==> src/rtl/pwm_peripheral_pkg.sv <==
// Shared constants and pin-mode encoding for the PWM peripheral.
// The bench imports this package as well as the RTL.
package pwm_peripheral_pkg;

  localparam int NUM_PINS        = 16;
  localparam int DEF_CLK_DIV     = 13;
  localparam int PWM_PERIOD_BITS = 8;
  localparam logic [PWM_PERIOD_BITS-1:0] DUTY_FULL = 8'hFF;

  typedef enum logic [1:0] {
    PIN_OFF    = 2'd0,
    PIN_STATIC = 2'd1,
    PIN_PWM    = 2'd2
  } pin_mode_e;

  // Output enable dominates; the PWM select only matters for enabled pins.
  function automatic pin_mode_e pin_mode(input logic en_o, input logic en_p);
    if (!en_o) return PIN_OFF;
    if (!en_p) return PIN_STATIC;
    return PIN_PWM;
  endfunction

endpackage

==> src/rtl/pwm_peripheral_if.sv <==
// Register-side bundle: configuration in from the SPI register block,
// pin drive and period strobe out.
interface pwm_peripheral_if;
  logic [7:0]  en_reg_out_7_0;
  logic [7:0]  en_reg_out_15_8;
  logic [7:0]  en_reg_pwm_7_0;
  logic [7:0]  en_reg_pwm_15_8;
  logic [7:0]  pwm_duty_cycle;
  logic [15:0] out;
  logic        period_start;

  modport master (
    output en_reg_out_7_0, en_reg_out_15_8, en_reg_pwm_7_0, en_reg_pwm_15_8,
    output pwm_duty_cycle,
    input  out, period_start
  );

  modport slave (
    input  en_reg_out_7_0, en_reg_out_15_8, en_reg_pwm_7_0, en_reg_pwm_15_8,
    input  pwm_duty_cycle,
    output out, period_start
  );
endinterface

==> src/rtl/pwm_peripheral_timebase.sv <==
// Shared PWM timebase: prescaler, period counter, duty shadow and period strobe.
// The duty shadow only reloads at the period wrap so a mid-period write never makes a runt pulse.
module pwm_timebase
  import pwm_peripheral_pkg::*;
#(
  parameter int CLK_DIV     = DEF_CLK_DIV,
  parameter int PERIOD_BITS = PWM_PERIOD_BITS
) (
  input  logic                   clk,
  input  logic                   rst_n,
  input  logic [PERIOD_BITS-1:0] duty,
  output logic                   pwm_level,
  output logic                   period_start
);

  localparam int PW = (CLK_DIV > 1) ? $clog2(CLK_DIV) : 1;
  localparam logic [PW-1:0]          PRESC_MAX = PW'(CLK_DIV - 1);
  localparam logic [PERIOD_BITS-1:0] CNT_MAX   = '1;

  logic [PW-1:0]          presc;
  logic [PERIOD_BITS-1:0] cnt;
  logic [PERIOD_BITS-1:0] shadow;
  logic                   step;
  logic                   wrap;

  assign step = (presc == PRESC_MAX);
  assign wrap = step && (cnt == CNT_MAX);

  always_ff @(posedge clk or negedge rst_n) begin
    if (!rst_n) begin
      presc        <= '0;
      cnt          <= '0;
      shadow       <= '0;
      period_start <= 1'b0;
    end else begin
      presc        <= step ? '0 : presc + 1'b1;
      if (step) cnt <= cnt + 1'b1;
      if (wrap) shadow <= duty;
      period_start <= wrap;
    end
  end

  // All-ones duty is forced high so full scale has no single low step at the wrap.
  assign pwm_level = (shadow == '1) || (cnt < shadow);

endmodule

==> src/rtl/pwm_peripheral.sv <==
// PWM peripheral top: per-pin OFF/STATIC/PWM mux over a shared timebase,
// with a registered 16-pin output.
module pwm_peripheral
  import pwm_peripheral_pkg::*;
#(
  parameter int CLK_DIV     = DEF_CLK_DIV,
  parameter int PERIOD_BITS = PWM_PERIOD_BITS
) (
  input  logic             clk,
  input  logic             rst_n,
  pwm_peripheral_if.slave  bus
);

  logic [NUM_PINS-1:0] en_out;
  logic [NUM_PINS-1:0] en_pwm;
  logic [NUM_PINS-1:0] out_nxt;
  logic [NUM_PINS-1:0] out_q;
  logic                pwm_level;
  logic                period_start;

  assign en_out = {bus.en_reg_out_15_8, bus.en_reg_out_7_0};
  assign en_pwm = {bus.en_reg_pwm_15_8, bus.en_reg_pwm_7_0};

  pwm_timebase #(
    .CLK_DIV     (CLK_DIV),
    .PERIOD_BITS (PERIOD_BITS)
  ) u_timebase (
    .clk          (clk),
    .rst_n        (rst_n),
    .duty         (PERIOD_BITS'(bus.pwm_duty_cycle)),
    .pwm_level    (pwm_level),
    .period_start (period_start)
  );

  for (genvar i = 0; i < NUM_PINS; i++) begin : g_pin
    pin_mode_e mode;
    logic      pin_d;

    assign mode = pin_mode(en_out[i], en_pwm[i]);

    always_comb begin
      pin_d = 1'b0;
      case (mode)
        PIN_STATIC: pin_d = 1'b1;
        PIN_PWM:    pin_d = pwm_level;
        default:    pin_d = 1'b0;
      endcase
    end

    assign out_nxt[i] = pin_d;
  end

  // Enables act on the next edge; only the duty is deferred to the period wrap.
  always_ff @(posedge clk or negedge rst_n) begin
    if (!rst_n) out_q <= '0;
    else        out_q <= out_nxt;
  end

  assign bus.out          = out_q;
  assign bus.period_start = period_start;

endmodule

==> src/flat_wrapper.sv <==
// flat-port wrapper written by rule: the top's interface ports become plain ports
module pwm_peripheral_flat import pwm_peripheral_pkg::*;
#(
  parameter int CLK_DIV     = DEF_CLK_DIV,
  parameter int PERIOD_BITS = PWM_PERIOD_BITS
)
  (clk, rst_n, bus_en_reg_out_7_0, bus_en_reg_out_15_8, bus_en_reg_pwm_7_0, bus_en_reg_pwm_15_8, bus_pwm_duty_cycle, bus_out, bus_period_start);
  pwm_peripheral_if bus_i ();
  input  logic clk;
  input  logic rst_n;
  input wire logic [$bits(bus_i.en_reg_out_7_0)-1:0] bus_en_reg_out_7_0;
  input wire logic [$bits(bus_i.en_reg_out_15_8)-1:0] bus_en_reg_out_15_8;
  input wire logic [$bits(bus_i.en_reg_pwm_7_0)-1:0] bus_en_reg_pwm_7_0;
  input wire logic [$bits(bus_i.en_reg_pwm_15_8)-1:0] bus_en_reg_pwm_15_8;
  input wire logic [$bits(bus_i.pwm_duty_cycle)-1:0] bus_pwm_duty_cycle;
  output wire logic [$bits(bus_i.out)-1:0] bus_out;
  output wire logic [$bits(bus_i.period_start)-1:0] bus_period_start;
  assign bus_i.en_reg_out_7_0 = bus_en_reg_out_7_0;
  assign bus_i.en_reg_out_15_8 = bus_en_reg_out_15_8;
  assign bus_i.en_reg_pwm_7_0 = bus_en_reg_pwm_7_0;
  assign bus_i.en_reg_pwm_15_8 = bus_en_reg_pwm_15_8;
  assign bus_i.pwm_duty_cycle = bus_pwm_duty_cycle;
  assign bus_out = bus_i.out;
  assign bus_period_start = bus_i.period_start;
  pwm_peripheral #(.CLK_DIV(CLK_DIV), .PERIOD_BITS(PERIOD_BITS)) u_core (.clk(clk), .rst_n(rst_n), .bus(bus_i));
endmodule
==> config.mk <==
export PLATFORM = sky130hd
export DESIGN_NAME = pwm_peripheral_flat
export DESIGN_NICKNAME = d
export VERILOG_FILES = /design/src/rtl/pwm_peripheral_pkg.sv /design/src/rtl/pwm_peripheral_if.sv /design/src/rtl/pwm_peripheral_timebase.sv /design/src/rtl/pwm_peripheral.sv /design/src/flat_wrapper.sv
export SDC_FILE = /design/constraint.sdc
export NUM_CORES = 1
export LEC_CHECK = 0
export ABC_AREA = 0
export CAP_MARGIN = 20
export CORE_MARGIN = 3
export CORE_UTILIZATION = 53
export CTS_CLUSTER_SIZE = 24
export DETAILED_ROUTE_END_ITERATION = 8
export DONT_BUFFER_PORTS = 1
export PLACE_DENSITY = 0.74
export SETUP_SLACK_MARGIN = 0.5
export SYNTH_ARGS = -nofsm -noshare
export SYNTH_HDL_FRONTEND = slang
export SYNTH_SLANG_ARGS = --single-unit
==> constraint.sdc <==
create_clock -name clk -period 1.8 [get_ports clk]
set_input_delay 0.36 -clock clk [delete_from_list [all_inputs] [get_ports clk]]
set_output_delay 0.36 -clock clk [all_outputs]
set_load 0.005 [all_outputs]
Word level (Yosys, flattened, before mapping)
Cells that the tools add are included.
{ "totals": {"out_inout_bits": 17, "regBits": 37, "elab_cells": 158} }
{ "classes": {"muxes": 113, "magnitude_cmp": 1, "add_sub_neg": 2, "reduce_logical": 2, "eq_ne": 35} }
{ "op_table": {"columns": ["op", "n"], "rows": [
  ["two-way mux 2 bit", 64],
  ["equality test 2 x 1 -> 1 bit (second input constant)", 16],
  ["equality test 2 bit (second input constant)", 16],
  ["two-way mux 1 bit", 32],
  ["case mux 1 bit (2 select lines)", 16],
  ["equality test 8 bit (second input constant)", 2],
  ["adder 8 x 1 -> 8 bit (second input constant)", 1],
  ["less-than comparator 8 bit", 1],
  ["adder 4 x 1 -> 4 bit (second input constant)", 1],
  ["equality test 4 bit (second input constant)", 1],
  ["two-way mux 4 bit", 1],
  ["logical AND 1 bit", 1],
  ["logical OR 1 bit", 1]
]} }

Longest topological paths before layout
Gate-level depths: netlist of the first run.
{ "logic_depth": {"ltp_word": 6, "mapped_depth": 7, "ltp_nobuf": 6} }

Cells and area by module
A second synthesis of the first run with hierarchy kept.
{ "unflattened": {"cells_unflattened": 126, "hier_area_um2": 1644.1} }
{ "by_module_without_submodules": {"columns": ["mod", "n_inst", "area_each_um2", "cells_per_inst"], "rows": [
  ["pwm_timebase", 1, 1071.0, 92],
  ["pwm_peripheral", 1, 573.0, 34]
]} }

Worst setup path after synthesis of the first run
No wires, ideal clock.
{ "synth_path": {"path_kind": "register to register", "from": "reg u_core.u_timebase.presc[0]", "to": "reg u_core.u_timebase.shadow[7]", "setup_time_ps": 125, "arrival_ps": 1578, "synth_period_minus_slack_ps": 1703, "t_required_ps": 1675, "slack_ps": 97, "path_stages_with_launch": 8, "path_cell_list": "dfrtp_1 inv_1 ha_1 and3_1 buf_6 and3_4 nand4_4 mux2_4"} }
{ "synth_between": {"elab_chain_len": 2} }
{ "synth_rtl": {"columns": ["element", "line", "source"], "rows": [
  ["from (decl)", "pwm_peripheral_timebase.sv:20", "logic [PW-1:0] presc;"],
  ["from (signal assigned)", "pwm_peripheral_timebase.sv:36", "presc <= step ? '0 : presc + 1'b1;"],
  ["equality test 4 bit", "pwm_peripheral_timebase.sv:26", "assign step = (presc == PRESC_MAX);"],
  ["logical AND 1 bit", "pwm_peripheral_timebase.sv:27", "assign wrap = step && (cnt == CNT_MAX);"],
  ["to (signal assigned)", "pwm_peripheral_timebase.sv:38", "if (wrap) shadow <= duty;"],
  ["to (decl)", "pwm_peripheral_timebase.sv:22", "logic [PERIOD_BITS-1:0] shadow;"]
]} }
Every way passes these cells.
A chain may end at the register's enable or synchronous reset.

Worst setup path in the final report of the first run
{ "layout_path": {"from": "reg u_core.u_timebase.shadow[7]", "to": "reg u_core.out_q[8] (netlist: u_core.bus.out[8])"} }
{ "layout_between": {"elab_chain_len": 3} }
{ "layout_rtl": {"columns": ["element", "line", "source"], "rows": [
  ["less-than comparator 8 bit / equality test 8 bit (equally long branches)", "pwm_peripheral_timebase.sv:44", "assign pwm_level = (shadow == '1) || (cnt < shadow);"],
  ["logical OR 1 bit (*)", "pwm_peripheral_timebase.sv:44", null],
  ["case mux 1 bit (2 select lines) (*)", "pwm_peripheral.sv:43", "case (mode)"],
  ["net u_core.g_pin[8].pin_d", "pwm_peripheral.sv:37", "logic pin_d;"],
  ["to (signal assigned)", "pwm_peripheral.sv:56", "else out_q <= out_nxt;"],
  ["to (decl)", "pwm_peripheral.sv:17", "logic [NUM_PINS-1:0] out_q;"]
]} }
The timed path passes the listed nets; every way through them passes the cells marked *.

==> impl_metrics.py, run 1 <==
metrics = {
    "status": {
        "status": "complete, no violations",
    },
    "drt": {
        "drt_pass1_iterations": 4,
        "routed_wl_um": 3440,
        "drc_errors": 0,
        "drt_iter0_markers": 27,
        "routedWlPerCell_um": 18.7,
        "detail-route-antenna-nets": 0,
        "viasPerCell": 5.73,
        "vias": 1055,
    },
    "worst_setup_path": {
        "cp.buffers_inverters": 3,
        "crit_fanout": 16,
        "critPathRequiredTime_ns": 2.07,
        "end_kind": "flip-flop",
        "worstSetupStartpointType": "flip-flop",
        "crit_chain": "inv_2 -> ha_4 -> buf_4 -> a21oi_1 -> o21a_1 -> o32ai_4 -> buf_12 -> a21boi_2",
        "r2r-start": "u_core.u_timebase.shadow[7]",
        "crit_family": "compound AO/OA/AOI/OAI gates",
        "cp_slowest_stage_delay_ns": 0.41,
        "slowest_stage": "dfrtp_1",
        "arrival_ns": 1.90,
        "worstSetupPathType": "reg2reg",
        "startpoint": "u_core.u_timebase.shadow[7]",
    },
    "yosys": {
        "yosys_warnings": 0,
        "synth.distinct_cells": 25,
        "synth_area_um2": 1650,
        "syn_nets": 173,
        "syn_inst": 121,
        "yosysSeqAreaShare_pct": 56.0,
        "ys_ff_latch": 37,
        "syn_avg_cell_area_um2": 13.7,
    },
    "global_route": {
        "busiest_layer": "met2",
        "use_met2_pct": 34.4,
        "met3_usage_pct": 9.92,
        "grtUsageTotal_pct": 20.6,
        "gr-total-overflow": 0,
        "antenna_found_initial": 0,
        "grt_pass1_wl_um": 5470,
        "grt_pass1_vias": 1192,
        "grt_max_degree": 38,
        "grtUsageMet1_pct": 22.9,
    },
    "cells_and_area": {
        "nNetsFinal": 204,
        "drive_gt1_share_pct": 45.8,
        "area_growth_pct": 26.9,
        "diodes": 0,
    },
    "clock_tree": {
        "clk_pin_slew_ns": 0.11,
        "clock_latency_ns": 0.34,
        "clock-root-buffer": "clkbuf_4",
        "clk_path_buf_depth": 2,
        "cts_buffers": 5,
        "h-tree-depth": 2,
        "clkSinkCount": 37,
        "cts_tree": "yes",
    },
    "sta": {
        "fin_crit_sh_pct": 90.5,
        "setup_viol": 0,
        "fin_skew_ns": 0.00283,
        "tns_ns": 0,
        "fin_crit_ns": 1.63,
        "finalHoldViolations": 0,
        "clock.fmax_mhz": 614,
        "rsz0062_at_grt": "yes",
        "slew_headroom_pct": 78.0,
        "drv_slew": 0,
        "tightestPinTransition_ns": 0.330,
        "whs_ns": 0.0782,
    },
    "power_and_ir_drop": {
        "cellPowerDensity_nw_per_um2": 732,
        "p_total_mw": 1.54,
        "power.leakage_nw": 0.927,
        "ir_drop_mv": 0.533,
    },
    "flow_run": {
        "max_cap_viol_count": 0,
    },
    "worst_hold_path": {
        "hold_start": "bus_en_reg_pwm_15_8[5]",
        "min_path_type": "in2reg",
    },
    "placed_design": {
        "gp_congestion": 0.760,
        "io_buffers": 0,
        "hpwl_um": 2350,
    },
    "die": {
        "fp.dieArea_um2": 3820,
        "fp.dieW_um": 61.8,
        "coreArea_um2": 2850,
        "num_rows": 19,
        "die_y_um": 61.8,
        "ios": 59,
        "start_util_pct": 57.9,
    },
}
==> where the power goes <==
part	switching [mW]	total (mW)	internal, mW
clock network	0.277	0.572	0.296
registers	0.0182	0.877	0.859
logic	0.0398	0.0861	0.0463
==> cell usage in the layout, fill, tap and decap left out, types with 2 or more instances in the layout <==
cell type	instances
a21boi_1	5
a21boi_2	11
a21oi_1	3
and3_4	3
buf_12	2
buf_4	18
buf_6	4
clkbuf_4	5
dfrtp_1	36
ha_1	7
ha_4	3
inv_1	7
inv_2	3
mux2_2	7
mux2_4	2
nand4_1	7
nor2_1	3
o21a_1	2
xnor2_1	6
==> kinds of logic (layout without fill, tap and decap cells) <==
kind of cell,after synthesis,in the layout,synth area share [%]
xor+xnor,8,8,4.24
buf+inv,12,44,3.63
compound gates,26,26,14.5
mux,9,9,6.36
flops,37,37,56.0
simple gates,19,19,7.72
fa+ha+maj,10,10,7.57
==> worst register-to-register path, stage by stage, from the launching register on <==
cell and delay, ns:
dfrtp_1 0.41, inv_2 0.07, ha_4 0.20, buf_4 0.13, a21oi_1 0.15, o21a_1 0.20
o32ai_4 0.11, buf_12 0.17, a21boi_2 0.13
==> cells in the mapped netlist <==
library cell | instances | area share [%]
a2111oi_2 | 1 | 0.91
and3_1 | 2 | 0.76
nor2_1 | 3 | 0.68
xnor2_1 | 7 | 3.7
o21ai_0 | 1 | 0.30
nand4_1 | 7 | 2.6
xor2_1 | 1 | 0.53
a21oi_1 | 3 | 0.91
o32ai_2 | 1 | 0.98
o21a_1 | 2 | 0.91
ha_1 | 10 | 7.6
and3_4 | 1 | 0.68
mux2_2 | 8 | 5.5
dfrtp_1 | 37 | 56
buf_6 | 2 | 1.4
nand4_4 | 1 | 1.3
inv_1 | 10 | 2.3
nand2_1 | 3 | 0.68
a21boi_2 | 10 | 6.8
o41ai_1 | 1 | 0.53
o22ai_1 | 1 | 0.38
and4_2 | 1 | 0.61
nand2b_1 | 1 | 0.38
mux2_4 | 1 | 0.91
a21boi_0 | 6 | 2.7
==> routing by layer <==
metal  up-vias  part of all wire, %
met3         9                  8.3
li1        486                    -
met1       513                   38
met4         0                  2.0
met5         -                    0
met2        47                   52
==> worst paths after layout <==
kind / end / slack, ns / cells after the start
hold / removal: u_core.bus.out[13] / 0.08 / 1
min in group asynchronous: u_core.u_timebase.cnt[6] / 0.46 / 2
setup reg to reg: u_core.bus.out[8] / 0.17 / 8
hold reg to reg: u_core.u_timebase.presc[3] / 0.51 / 1
setup / recovery: u_core.bus.out[8] / 0.17 / 8
max in group asynchronous: u_core.u_timebase.cnt[7] / 1.15 / 2
==> area by class of cell <==
cell class,instances,area [um2]
flip-flops and latches,37,927
multi-input cells,72,769
fillers,184,754
repair buffers,26,245
clock buffers,6,41.3
clock inverters,2,38.8
well taps,31,38.8
inverters,10,37.5
==> flip-flops by register name, summed over array words and instances (netlist names) <==
signal and cells:
u_core.u_timebase.cnt 8, u_core.u_timebase.period_start 1, u_core.bus.out 16, u_core.u_timebase.presc 4, u_core.u_timebase.shadow 8
==> stage by stage <==
step | setup slack [ns] | std cells | instance area (um2) | utilization [%]
floorplan | 0.110 | 121 | 1700 | -
global placement | -0.0392 | 162 | 1810 | 63.4
detailed placement | -0.176 | 162 | 1810 | 63.4
CTS | 0.181 | 182 | 2050 | 71.8
global route | 0.0834 | 184 | 2100 | 73.6
finish | 0.172 | 184 | 2100 | 73.6
==> timing repair <==
item | CTS | global route
setup endpoints to repair | 32 | 33
gates cloned | 0 | 0
endpoints found under the hold margin | 37 | 0
setup buffers | 10 | 2
hold buffers | 2 | 0
resized for setup | 12 | 8
pin swaps | 10 | 3
No activity file was read; power rests on OpenSTA's default activity.
==> inputs of run 2 (changes only) <==
--- a/config.mk
+++ b/config.mk
@@ -12,6 +12,7 @@
 export CTS_CLUSTER_SIZE = 24
 export DETAILED_ROUTE_END_ITERATION = 8
 export DONT_BUFFER_PORTS = 1
+export GPL_ROUTABILITY_DRIVEN = 0
 export PLACE_DENSITY = 0.74
 export SETUP_SLACK_MARGIN = 0.5
 export SYNTH_ARGS = -nofsm -noshare
==> results of run 2 <==
Same layout as run 1: the final DEF is identical, and so are final timing and power.
